## src/rtl/mdw_pkg.sv

```systemverilog
// Shared types and helpers for the missing-duplicated-word finder and its
// table generator: word/slot types, FSM states, LFSR and slot stepping.
package mdw_pkg;

    localparam int W = 5;
    localparam int N = 17;
    localparam int STRIDE = 3;
    localparam logic [W-1:0] TAPS = 5'b10100;

    localparam int K = (N - 1) / 2;
    localparam int IW = $clog2(N);
    localparam int CW = $clog2(K + 1);

    typedef logic [W-1:0] w_t;
    typedef logic [IW-1:0] id_t;
    typedef logic [CW-1:0] cnt_t;

    typedef enum logic [2:0] {
        IDLE,
        FILL,
        UNIQ,
        DRAIN,
        DONE
    } gen_st_t;

    // Fibonacci-style shift left, feedback is the parity of the tapped bits
    function automatic w_t lfsr_next(w_t v, w_t taps);
        return {v[W-2:0], ^(v & taps)};
    endfunction

    // Step a slot by STRIDE modulo N using one guard bit
    function automatic id_t slot_next(id_t s);
        logic [IW:0] t;
        t = {1'b0, s} + (IW+1)'(STRIDE);
        if (t >= (IW+1)'(N))
            t = t - (IW+1)'(N);
        return t[IW-1:0];
    endfunction

endpackage

```

## src/rtl/mdw_lifo.sv

```systemverilog
// Small push/pop stack used to replay the second copy of each pair value
// in reverse order of the first copies.
module mdw_lifo
    import mdw_pkg::*;
#(
    parameter int DEPTH = K,
    parameter int W = 5
) (
    input  logic         clk,
    input  logic         rst,
    input  logic         push,
    input  logic         pop,
    input  logic [W-1:0] din,
    output logic [W-1:0] top,
    output logic         empty,
    output logic         full
);

    localparam int PW = $clog2(DEPTH + 1);
    localparam int AW = (DEPTH > 1) ? $clog2(DEPTH) : 1;

    logic [W-1:0]  mem [DEPTH];
    logic [PW-1:0] ptr;
    logic [PW-1:0] ptr_m1;

    assign ptr_m1 = ptr - 1'b1;
    assign top    = mem[ptr_m1[AW-1:0]];
    assign empty  = (ptr == '0);
    assign full   = (ptr == PW'(DEPTH));

    // Storage write on push; contents need no reset
    always_ff @(posedge clk) begin
        if (push)
            mem[ptr[AW-1:0]] <= din;
    end

    // Stack pointer: count of valid entries
    always_ff @(posedge clk) begin
        if (rst)
            ptr <= '0;
        else if (push && !pop)
            ptr <= ptr + 1'b1;
        else if (pop && !push)
            ptr <= ptr - 1'b1;
    end

    // The generator never overfills or underflows the stack
    always_ff @(posedge clk) begin
        if (!rst) begin
            assert (!(push && full));
            assert (!(pop && empty));
        end
    end

endmodule

```

## src/rtl/missing_duplicated_word_gen.sv

```systemverilog
// Table writer for the missing-duplicated-word finder: K LFSR pair values
// written twice (second copies via LIFO) plus one unique word, strided slots.
module missing_duplicated_word_gen
    import mdw_pkg::*;
#(
    parameter int W = mdw_pkg::W,
    parameter int N = mdw_pkg::N,
    parameter int STRIDE = mdw_pkg::STRIDE,
    parameter logic [W-1:0] TAPS = mdw_pkg::TAPS
) (
    input  logic                 clk,
    input  logic                 rst,
    input  logic                 gen_start,
    input  logic [W-1:0]         gen_seed,
    input  logic [W-1:0]         gen_unique,
    output logic                 gen_busy_r,
    output logic                 gen_done_r,
    output logic                 state_upt,
    output logic [$clog2(N)-1:0] state_id,
    output logic [W-1:0]         state_dat,
    input  logic                 state_rdy
);

    // Types and helpers come from the shared package; overrides must agree
    localparam bit PARAM_OK = (W == mdw_pkg::W) && (N == mdw_pkg::N)
                           && (STRIDE == mdw_pkg::STRIDE)
                           && (TAPS == mdw_pkg::TAPS);

    gen_st_t st;
    w_t      lfsr;
    w_t      uniq_r;
    id_t     slot;
    cnt_t    cnt;

    logic skip;
    logic acc;
    logic push;
    logic pop;
    w_t   lifo_top;
    logic lifo_empty;
    logic lifo_full;

    // Output word selection and handshake qualifiers
    always_comb begin
        skip      = (st == FILL) && (lfsr == uniq_r);
        state_upt = ((st == FILL) && !skip) || (st == UNIQ) || (st == DRAIN);
        state_id  = slot;
        state_dat = lfsr;
        unique case (1'b1)
            (st == UNIQ):  state_dat = uniq_r;
            (st == DRAIN): state_dat = lifo_top;
            default:       state_dat = lfsr;
        endcase
        acc  = state_upt && state_rdy;
        push = (st == FILL) && acc;
        pop  = (st == DRAIN) && acc;
    end

    // Generator sequencer with registered busy/done flags
    always_ff @(posedge clk) begin
        if (rst) begin
            st         <= IDLE;
            lfsr       <= w_t'(1);
            uniq_r     <= '0;
            slot       <= '0;
            cnt        <= '0;
            gen_busy_r <= 1'b0;
            gen_done_r <= 1'b0;
        end else begin
            gen_done_r <= 1'b0;
            case (st)
                IDLE: begin
                    if (gen_start) begin
                        uniq_r     <= gen_unique;
                        lfsr       <= (gen_seed == '0) ? w_t'(1) : gen_seed;
                        slot       <= '0;
                        cnt        <= '0;
                        gen_busy_r <= 1'b1;
                        st         <= FILL;
                    end
                end
                FILL: begin
                    if (skip) begin
                        lfsr <= lfsr_next(lfsr, TAPS);
                    end else if (acc) begin
                        lfsr <= lfsr_next(lfsr, TAPS);
                        slot <= slot_next(slot);
                        cnt  <= cnt + 1'b1;
                        if (cnt == cnt_t'(K - 1))
                            st <= UNIQ;
                    end
                end
                UNIQ: begin
                    if (acc) begin
                        slot <= slot_next(slot);
                        st   <= DRAIN;
                    end
                end
                DRAIN: begin
                    if (acc) begin
                        slot <= slot_next(slot);
                        cnt  <= cnt - 1'b1;
                        if (cnt == cnt_t'(1)) begin
                            gen_busy_r <= 1'b0;
                            gen_done_r <= 1'b1;
                            st         <= DONE;
                        end
                    end
                end
                DONE: begin
                    st <= IDLE;
                end
                default: begin
                    st <= IDLE;
                end
            endcase
        end
    end

    mdw_lifo #(
        .DEPTH(K),
        .W    (W)
    ) u_lifo (
        .clk  (clk),
        .rst  (rst),
        .push (push),
        .pop  (pop),
        .din  (lfsr),
        .top  (lifo_top),
        .empty(lifo_empty),
        .full (lifo_full)
    );

    // Parameter agreement and stack occupancy sanity
    always_ff @(posedge clk) begin
        if (!rst) begin
            assert (PARAM_OK);
            assert (!((st == DRAIN) && lifo_empty));
            assert (!((st == UNIQ) && !lifo_full));
        end
    end

endmodule

```

## config.mk

```make
export PLATFORM = sky130hd
export DESIGN_NAME = missing_duplicated_word_gen
export DESIGN_NICKNAME = d
export VERILOG_FILES = /design/src/rtl/mdw_pkg.sv /design/src/rtl/mdw_lifo.sv /design/src/rtl/missing_duplicated_word_gen.sv
export SDC_FILE = /design/constraint.sdc
export NUM_CORES = 1
export LEC_CHECK = 0
export BUFFER_PORTS_ARGS = -buffer_cell sky130_fd_sc_hd__buf_2
export CAP_MARGIN = 20
export CORE_MARGIN = 2
export CORE_UTILIZATION = 40
export CTS_CLUSTER_SIZE = 28
export DETAILED_ROUTE_END_ITERATION = 16
export GPL_ROUTABILITY_DRIVEN = 0
export HOLD_SLACK_MARGIN = 0.06
export MAX_ROUTING_LAYER = met4
export PLACE_DENSITY = 0.54
export REMOVE_ABC_BUFFERS = 1
export SETUP_SLACK_MARGIN = 0.4
export SLEW_MARGIN = 40
export SYNTH_ARGS = -nofsm -noshare
export SYNTH_HDL_FRONTEND = slang
export SYNTH_HIERARCHICAL = 1
export SYNTH_SLANG_ARGS = --single-unit
```

## constraint.sdc

```tcl
create_clock -name clk -period 7.7 [get_ports clk]
set_clock_uncertainty 0.05 [all_clocks]
set_input_delay 1.155 -clock clk [delete_from_list [all_inputs] [get_ports clk]]
set_output_delay 1.155 -clock clk [all_outputs]
set_load 0.02 [all_outputs]
```

# --- Word-level counts from Yosys, hierarchy flattened ---
# Memories as Yosys holds them, arrays and structs flattened.
# Cells that the tools add are included.
classes:
  n_reduce_logical: 28
  muxes: 33
  magnitude_cmp: 1
  add_sub_neg: 6
  n_div: 0
  bitwise: 2
  shifts: 0
  multipliers: 0
  eq_ne: 14
ops:
  columns: ["op", "count"]
  rows:
  - ["5-bit two-way mux", 8]
  - ["4-bit two-way mux", 6]
  - ["3-bit two-way mux", 7]
  - ["5-bit case mux with 2 select lines", 2]
  - ["5-bit case mux with 3 select lines", 1]
  - ["3-bit case mux with 4 select lines", 1]
  - ["4-bit case mux with 3 select lines", 1]
  - ["2-bit inequality test, second input constant", 5]
  - ["4-bit by 1-bit adder with 4-bit output, second input constant", 2]
  - ["4-bit by 1-bit subtractor with 4-bit output, second input constant", 2]
  - ["1-bit logical AND", 7]
  - ["7-bit AND reduction", 1]
  - ["5-bit by 2-bit adder with 6-bit output, second input constant", 1]
  - ["3-bit by 2-bit equality test with 1-bit output, second input constant", 2]
  - ["6-bit by 5-bit >= comparator with 1-bit output, second input constant", 1]
  - ["1-bit two-way mux", 6]
  - ["3-bit AND reduction", 2]
  - ["2-bit nonzero test", 3]
  - ["3-bit nonzero test", 2]
  - ["5-bit equality test", 1]
  - ["5-bit zero test", 1]
  - ["5-bit AND reduction", 1]
  - ["5-bit XOR reduction", 1]
  - ["5-bit subtractor, second input constant", 1]
  - ["14 further kinds", 19]
word_totals:
  mem_bits_rw: 40
  rom_bits: 0
  mem_count: 1
  inputBits: 14
  word_cells: 93
  reg_bits: 28
  latch_bits: 0
memory_table:
  columns: ["memory", "depth", "word_bits", "rd", "rd_ports_with_merged_regs", "wr", "line", "rtl"]
  rows:
  - ["u_lifo.mem", 8, 5, 1, 0, 1, "mdw_lifo.sv:22", "logic [W-1:0] mem [DEPTH];"]

# --- Longest topological paths before layout ---
# Gate-level depths: netlist (run 1).
depth:
  depth_word: 12
  mapped_depth: 10

# --- Hierarchy ---
# The synthesis (run 1) kept the hierarchy.
modules_own_cells:
  columns: ["mod", "n_inst", "cells_each", "seq_area_each_um2", "area_each_um2"]
  rows:
  - ["mdw_lifo", 1, 101, 1281.2, 1854.3]
  - ["missing_duplicated_word_gen", 1, 222, 480.5, 1687.9]

# --- Worst setup path before layout (run 1) ---
# Ideal clock, no wire load.
synth_path:
  kind: "register to output"
  from: "reg u_lifo.ptr[0]"
  to: "out state_dat[1]"
  setup_slack_ns: 4.300
  path_stages_with_launch: 10
  arrival_ns: 2.195
  path_buffers: 3
  cell_sequence: "dfxtp_1 buf_6 buf_6 inv_1 ha_1 clkbuf_1 mux4_2 mux2_2 mux2i_1 o21ai_0"
synth_via:
  elab_chain_cells: 3
synth_rtl:
  columns: ["item", "line", "rtl"]
  rows:
  - ["start: declaration", "mdw_lifo.sv:23", "logic [PW-1:0] ptr;"]
  - ["start signal: assignment", "mdw_lifo.sv:42", "ptr <= ptr + 1'b1;"]
  - ["start signal: assignment", "mdw_lifo.sv:44", "ptr <= ptr - 1'b1;"]
  - ["4-bit by 1-bit subtractor with 4-bit output", null, null]
  - ["via u_lifo.ptr_m1[0]", "mdw_lifo.sv:24", "logic [PW-1:0] ptr_m1;"]
  - ["memory read 8 x 5 bit", null, null]
  - ["via lifo_top[1]", "missing_duplicated_word_gen.sv:39", "w_t lifo_top;"]
  - ["5-bit case mux with 2 select lines", "missing_duplicated_word_gen.sv:49", "unique case (1'b1)"]
  - ["end: declaration", "missing_duplicated_word_gen.sv:20", "output logic [W-1:0] state_dat,"]
# The timed path passes the listed nets, and every way through them passes these cells.

# --- Worst setup path in the final report (run 1) ---
# Same ends and word-level chain as after synthesis.

==> results of run 1 <==
==> per-layer routing <==
metal  part of all wire  vias to the layer above
met4             0.0084                        0
li1                   -                     1198
met5                  0                        -
met3              0.032                        9
met2               0.50                       49
met1               0.46                     1169
==> through the flow <==
stage | cells | total power (uW) | hold WS, ns | area (um^2)
finish | 443 | 777 | 0.436 | 3830
global route | 443 | 812 | 0.460 | 3830
CTS | 443 | 788 | 0.437 | 3830
detailed placement | 427 | 510 | 0.428 | 3650
global placement | 427 | 509 | 0.424 | 3640
floorplan | 296 | 477 | 0.404 | 3380
==> registers in the layout (all words and copies together), names as in the netlist <==
signal      cells
cnt             4
gen_busy_r      1
gen_done_r      1
lfsr            5
st              3
state_id        5
u_lifo/mem     40
u_lifo/ptr      3
uniq_r          5
==> power by group through the flow <==
stage / Clock (uW) / Sequential (uW) / Combinational, uW
final: 276 / 411 / 89.9
after global routing: 299 / 414 / 100
after CTS: 285 / 412 / 90.8
after detailed placement: 0 / 420 / 90.2
after global placement: 0 / 419 / 89.7
after floorplan: 0 / 414 / 63.4
==> critical path, stage by stage (launching register included) <==
cell	delay (ns)
sky130_fd_sc_hd__dfxtp_2	0.61
sky130_fd_sc_hd__inv_1	0.13
sky130_fd_sc_hd__ha_1	0.59
sky130_fd_sc_hd__mux4_2	0.36
sky130_fd_sc_hd__mux2_2	0.29
sky130_fd_sc_hd__mux2i_1	0.12
sky130_fd_sc_hd__o21ai_0	0.13
sky130_fd_sc_hd__buf_2	0.21
==> area by class of cell <==
class,count,area (um^2)
repair buffers,26,130
clock buffers,10,128
clock inverters,6,56.3
flip-flops and latches,67,1740
well taps,105,131
inverters,12,45.0
fillers,768,4470
multi-input cells,217,1600
==> path summary, 6_finish.rpt <==
kind / startpoint / to / slack, ns / cells after the start
worst max-delay path: u_lifo/ptr[0]$_SDFFE_PP0P_ / state_dat[1] / 3.71 / 7
worst min-delay path: uniq_r[1]$_SDFFE_PP0P_ / uniq_r[1]$_SDFFE_PP0P_ / 0.44 / 2
worst min register to register: uniq_r[1]$_SDFFE_PP0P_ / uniq_r[1]$_SDFFE_PP0P_ / 0.44 / 2
worst max register to register: st[1]$_SDFFE_PP0P_ / u_lifo/mem[7][2]$_DFFE_PP_ / 4.71 / 5
==> metrics, run 1 <==
outcome finished clean; worst min-delay path category register to register; relative slew slack 0.522; Post-CTS Setup Repair Bufs 0; commonest non-fill, non-tap cells in the layout 40 x sky130_fd_sc_hd__edfxtp_1, 34 x sky130_fd_sc_hd__nand2_1, 29 x sky130_fd_sc_hd__nor2_1, 26 x sky130_fd_sc_hd__dfxtp_1, 26 x sky130_fd_sc_hd__buf_2; post-detailed-route count of antenna-violating nets 0; via count of the first global-routing pass 2,305; fraction of layout instances using a drive strength above 1 0.169; met3 demand-to-capacity share in global routing 0.0475; area of the core region 8300 um^2; met1 Usage GRT 0.220; RSZ-0062 raised after global routing false; all-layer global routing usage 0.172; global-route wire length before repair 12.3 mm; remaining routing DRC violations 0; Core Util, Final 0.462; die area 9430 um^2; die outline width 97.1 um; post-synthesis cell area 3470 um^2; antenna violations before repair 0; Worst Slack Setup Final 3.71 ns; DR WL/cell 17.1 um; Net Sw Power 201 uW; crit start category register; starting utilization of the core area 0.418; pre-CTS setup slack 3.74 ns; total routed wirelength 7.59 mm; Flop pwr share 0.529; Clk Latency, worst-skew pair 0.34 ns; largest net degree at the start of global routing 31; leakage power summed over all cells 0.00136 uW; deepest clock path buffer count 2; number of iterations in the first detailed-routing pass 4; Iter 0 DRT Violations 138; final HPWL from detailed placement 5.21 mm; total number of yosys warnings 6; Die H 97.1 um; critical path start-end classification register to output pin; combinational share of power 0.116; most frequent standard cell in the layout excluding fill and tap cells sky130_fd_sc_hd__edfxtp_1; clock tree from TritonCTS built; Worst VDD drop 88.7 uV; clock root buffer master sky130_fd_sc_hd__clkbuf_8; Final Max Tran Viols 0; met2 routing resource usage after global routing 0.275; post-route clock period utilization 0.518; total clock buffers created by CTS 9; peak fanout along the critical path 17; power density over cell area 203 nW/um^2; final critical delay including setup and external delays 3.99 ns; WP data arrival 2.79 ns; boundary pin count 27; total internal power 576 uW; Std-Cell Rows 33; most used routing layer met2; number of inserted diodes 0; synthesized instance count 314; switching part of the total power 0.258; cts repair resizes 0; sum of overflow across all layers after global routing 0; clock transition at the registers of the reported paths 0.07 ns; Sum Neg Setup Slack 0 ns; Avg Inst Size Synth 11.0 um^2; max-cap check violation count 0; cts-stage hold buffer count 0; number of sinks driven by the clock tree 67; required time of the critical path 6.49 ns; transition time at the pin with the least slew margin 0.716 ns; element type at the critical path end output pin; number of levels in the clock H-tree 3; final net count 356; Clock power frac 0.355; setup-violating endpoint count in the final report 0; maximum achievable frequency 251 MHz; endpoints failing hold 0; area added between synthesis and finish 10.6%; IO buf count 26; routed via count 2,425; post-detailed-route via-to-cell ratio 5.47
Power figures use the tool's default switching activity.
==> run 2, diff against run 1 <==
--- a/config.mk
+++ b/config.mk
@@ -14,7 +14,7 @@
 export GPL_ROUTABILITY_DRIVEN = 0
 export HOLD_SLACK_MARGIN = 0.06
 export MAX_ROUTING_LAYER = met4
-export PLACE_DENSITY = 0.54
+export PLACE_DENSITY = 0.56
 export REMOVE_ABC_BUFFERS = 1
 export SETUP_SLACK_MARGIN = 0.4
 export SLEW_MARGIN = 40
==> constraint.sdc (replaced) <==
create_clock -name clk -period 3.4 [get_ports clk]
set_clock_uncertainty 0.05 [all_clocks]
set_input_delay 0.51 -clock clk [delete_from_list [all_inputs] [get_ports clk]]
set_output_delay 0.51 -clock clk [all_outputs]
set_load 0.02 [all_outputs]
==> metrics, run 2 (synthesis gave the netlist of run 1 again) <==
number of sinks driven by the clock tree 67; Final Max Tran Viols 0; total cell area at the placement stage 3770 um^2; critical path start-end classification register to output pin; pre-CTS setup slack 0.670 ns; post-route clock period utilization 0.847; relative slew slack 0.588; number of iterations in the first detailed-routing pass 4; combinational share of power 0.140; Post-CTS Setup Repair Bufs 0; post-detailed-route via-to-cell ratio 5.46; leakage power summed over all cells 0.00145 uW; Die H 97.1 um; Worst Slack Setup Final 0.520 ns; final critical delay including setup and external delays 2.88 ns; switching part of the total power 0.269; total clock buffers created by CTS 9; total routed wirelength 7.83 mm; Worst VDD drop 232 uV; total internal power 1320 uW; largest net degree at the start of global routing 31; number of levels in the clock H-tree 3; final net count 374; worst min-delay path category input pin to register; deepest clock path buffer count 2; number of inserted diodes 0; endpoints failing hold 0; sum of overflow across all layers after global routing 0; RSZ-0062 raised after global routing false; antenna violations before repair 0; via count of the first global-routing pass 2,473; IO buf count 26; outcome finished clean; clock root buffer master sky130_fd_sc_hd__clkbuf_8; Flop pwr share 0.499; area of the core region 8300 um^2; clock transition at the registers of the reported paths 0.07 ns; power density over cell area 454 nW/um^2; clock tree from TritonCTS built; Sum Neg Setup Slack 0 ns; setup-violating endpoint count in the final report 0; Iter 0 DRT Violations 142; global-route wire length before repair 12.9 mm; area added between synthesis and finish 15.0%; Net Sw Power 486 uW; DR WL/cell 17.0 um; die area 9430 um^2; crit start category register; Clock power frac 0.361; fraction of layout instances using a drive strength above 1 0.211; post-detailed-route count of antenna-violating nets 0; flip-flop count of the largest register, all copies and words added 40; WP data arrival 2.32 ns; commonest non-fill, non-tap cells in the layout 40 x sky130_fd_sc_hd__edfxtp_1, 34 x sky130_fd_sc_hd__nand2_1, 29 x sky130_fd_sc_hd__nor2_1, 27 x sky130_fd_sc_hd__dfxtp_1, 26 x sky130_fd_sc_hd__buf_2; Clk Latency, worst-skew pair 0.34 ns; boundary pin count 27; maximum achievable frequency 347 MHz; routed via count 2,519; peak fanout along the critical path 11; most frequent standard cell in the layout excluding fill and tap cells sky130_fd_sc_hd__edfxtp_1; transition time at the pin with the least slew margin 0.616 ns; Std-Cell Rows 33; element type at the critical path end output pin; ordered cell list for the critical path inv_1 -> ha_4 -> mux4_1 -> mux2_2 -> mux2i_1 -> o21ai_0 -> buf_2; CP max stage cell sky130_fd_sc_hd__dfxtp_1; Finished Cell Area 3990 um^2; Crit path largest cell delay 0.45 ns; all-layer global routing usage 0.178; remaining routing DRC violations 0; Total Power 1810 uW; die outline width 97.1 um; max-cap check violation count 0; final HPWL from detailed placement 5.53 mm; required time of the critical path 2.84 ns; starting utilization of the core area 0.418
==> run 2: critical path: cells and delay by family (launching register included) <==
kind            cells  cell delay [ns]
compound gates      1             0.12
buf+inv             2             0.30
mux                 3             0.73
flops               1             0.45
fa+ha+maj           1             0.38
==> run 2: repair_timing <==
item / 4_1_cts / 5_1_grt
setup endpoints to repair: 5 / 5
hold buffers: 0 / 0
gates resized for setup: 2 / 1
==> run 2: power by group through the flow <==
stage / clock network, uW / registers [uW] / logic (uW)
after floorplan: 0 / 937 / 144
after detailed placement: 0 / 920 / 250
after CTS: 666 / 902 / 253
final: 653 / 902 / 254
after global routing: 699 / 904 / 280
after global placement: 0 / 920 / 247
==> run 2: path summary, 6_finish.rpt <==
path,end,from,depth (start not counted),slack [ns]
max,state_dat[4],u_lifo/ptr[1]$_SDFFE_PP0P_,7,0.52
min,uniq_r[0]$_SDFFE_PP0P_,gen_unique[0],3,0.37
max reg2reg,u_lifo/ptr[2]$_SDFFE_PP0P_,lfsr[1]$_SDFFE_PP0P_,8,0.72
min reg2reg,uniq_r[3]$_SDFFE_PP0P_,uniq_r[3]$_SDFFE_PP0P_,2,0.44
==> run 2: metal layers <==
| layer | vias up | track usage | wire length, um |
|---|---|---|---|
| met3 | 11 | 0.0273 | 173 |
| met1 | 1233 | 0.235 | 3740 |
| met2 | 42 | 0.282 | 3820 |
| met4 | 0 | 0.0596 | 91 |
| li1 | 1233 | - | - |
| met5 | - | - | 0 |
==> run 2: area by class of cell <==
type	count	area [um^2]
inverter	12	45.0
clock inverter	7	67.6
clock buffer	9	124
sequential	67	1740
tap	105	131
multi-input combinational	217	1610
fill	759	4310
timing repair buffer	44	265
==> run 2: per-stage QoR <==
step | instances | hold slack, ns | utilization
after global placement | 445 | 0.430 | 0.455
after floorplan | 296 | 0.404 | -
final | 461 | 0.368 | 0.480
after global routing | 461 | 0.370 | 0.480
after detailed placement | 445 | 0.435 | 0.455
after CTS | 461 | 0.363 | 0.479
==> run 3, diff against run 2 <==
==> constraint.sdc (replaced) <==
create_clock -name clk -period 2.4 [get_ports clk]
set_clock_uncertainty 0.05 [all_clocks]
set_input_delay 0.36 -clock clk [delete_from_list [all_inputs] [get_ports clk]]
set_output_delay 0.36 -clock clk [all_outputs]
set_load 0.02 [all_outputs]
==> metrics, run 3 (synthesis gave the netlist of run 1 again) <==
cts-stage hold buffer count 0; number of iterations in the first detailed-routing pass 4; transition time at the pin with the least slew margin 0.595 ns; critical path start-end classification register to output pin; number of inserted diodes 0; max-cap check violation count 0; total internal power 2060 uW; combinational share of power 0.165; worst min-delay path category input pin to register; antenna violations before repair 0; switching part of the total power 0.262; Flop pwr share 0.459; largest net degree at the start of global routing 31; total clock buffers created by CTS 9; Die H 97.1 um; number of levels in the clock H-tree 3; Clk Latency, worst-skew pair 0.34 ns; global-route wire length before repair 13.0 mm; boundary pin count 27; outcome finished with violations; all-layer global routing usage 0.177; Iter 0 DRT Violations 116; worst hold margin 0.208 ns; count of cells along the worst register-to-register path 8; area of the core region 8300 um^2; post-detailed-route via-to-cell ratio 5.44; remaining routing DRC violations 0; leakage power summed over all cells 0.00165 uW; relative slew slack 0.603; die outline width 97.1 um; total routed wirelength 7.94 mm; DR WL/cell 16.3 um; Final Max Tran Viols 0; Worst Slack Setup Final -0.146 ns; Clock power frac 0.376; maximum achievable frequency 393 MHz; clock transition at the registers of the reported paths 0.08 ns; die area 9430 um^2; Total Power 2790 uW; required time of the critical path 1.99 ns; flip-flop count of the largest register, all copies and words added 40; RSZ-0062 raised after global routing true; clock tree from TritonCTS built; final HPWL from detailed placement 5.39 mm; area added between synthesis and finish 27.5%; element type at the critical path end output pin; crit start category register; post-route clock period utilization 1.06; power density over cell area 631 nW/um^2; routed via count 2,645; final critical delay including setup and external delays 2.55 ns; endpoints failing hold 0; post-detailed-route count of antenna-violating nets 0; WP data arrival 2.14 ns; Std-Cell Rows 33; hold path depth 3; setup-violating endpoint count in the final report 5; Net Sw Power 730 uW; failing checks negative setup slack; IO buf count 26; final net count 399; commonest non-fill, non-tap cells in the layout 42 x sky130_fd_sc_hd__buf_4, 40 x sky130_fd_sc_hd__edfxtp_1, 31 x sky130_fd_sc_hd__nand2_1, 26 x sky130_fd_sc_hd__nor2_1, 21 x sky130_fd_sc_hd__buf_2; peak fanout along the critical path 6; most frequent standard cell in the layout excluding fill and tap cells sky130_fd_sc_hd__buf_4; fraction of layout instances using a drive strength above 1 0.370; sum of overflow across all layers after global routing 0; deepest clock path buffer count 2; number of sinks driven by the clock tree 67; starting utilization of the core area 0.418; clock root buffer master sky130_fd_sc_hd__clkbuf_8; via count of the first global-routing pass 2,612; Worst VDD drop 326 uV
run 3: cell count changes in the layout (fill, tap and decap cells not counted), moves of 5 or more:
cell                      delta
sky130_fd_sc_hd__buf_2       -5
sky130_fd_sc_hd__o21ai_0     -5
sky130_fd_sc_hd__buf_4      +24
sky130_fd_sc_hd__dfxtp_2    +10
sky130_fd_sc_hd__dfxtp_1    -12
run 3: path summary, 6_finish.rpt:
kind / start / to / slack, ns
min: gen_unique[4] / uniq_r[4]$_SDFFE_PP0P_ / 0.21
max: u_lifo/ptr[0]$_SDFFE_PP0P_ / state_dat[1] / -0.15
max reg2reg: state_id[0]$_SDFFE_PP0P_ / state_id[2]$_SDFFE_PP0P_ / 0.19
min reg2reg: uniq_r[3]$_SDFFE_PP0P_ / uniq_r[3]$_SDFFE_PP0P_ / 0.43
run 3: worst max-delay path, stage by stage (launching register included):
cell	delay [ns]
sky130_fd_sc_hd__dfxtp_2	0.36
sky130_fd_sc_hd__inv_2	0.06
sky130_fd_sc_hd__ha_4	0.28
sky130_fd_sc_hd__buf_12	0.11
sky130_fd_sc_hd__mux4_2	0.29
sky130_fd_sc_hd__mux2_4	0.29
sky130_fd_sc_hd__mux2i_1	0.17
sky130_fd_sc_hd__o21ai_1	0.08
sky130_fd_sc_hd__buf_4	0.16
run 3: what timing repair did:
item / 4_1_cts / 5_1_grt
endpoints found under the setup margin: 22 / 37
hold endpoints to repair: 0 / 0
pin swaps: 14 / 12
buffers inserted: 8 / 3
resized for setup: 45 / 31
run 3: cell type report:
class	instances	area [um^2]
Clock buffer	9	124
Clock inverter	7	101
Fill cell	737	3880
Inverter	12	50.0
Multi-Input combinational cell	217	1740
Sequential cell	67	1760
Tap cell	105	131
Timing Repair Buffer	69	505
run 3: power by group through the flow:
| stage | clock network, uW | logic [uW] | registers, uW |
|---|---|---|---|
| after floorplan | 0 | 203 | 1330 |
| after global placement | 0 | 373 | 1300 |
| after detailed placement | 0 | 377 | 1300 |
| after CTS | 1080 | 434 | 1280 |
| after global routing | 1130 | 502 | 1290 |
| final | 1050 | 459 | 1280 |
run 3: through the flow:
stage / TNS [ns] / util / cells / worst slack [ns] / cell area (um^2)
after floorplan: -1.70 / - / 296 / -0.258 / 3380
after global placement: 0 / 0.467 / 459 / 0.00582 / 3880
after detailed placement: -0.0171 / 0.467 / 459 / -0.0102 / 3880
after CTS: -0.727 / 0.520 / 483 / -0.158 / 4310
after global routing: -1.16 / 0.532 / 486 / -0.251 / 4420
final: -0.642 / 0.532 / 486 / -0.146 / 4420
run 3: per-layer routing:
layer	routed length (um)	vias to the layer above	global-route usage
li1	-	1280	-
met2	4010	44	0.298
met4	53	0	0.0466
met5	0	-	-
met3	259	9	0.0367
met1	3610	1312	0.217
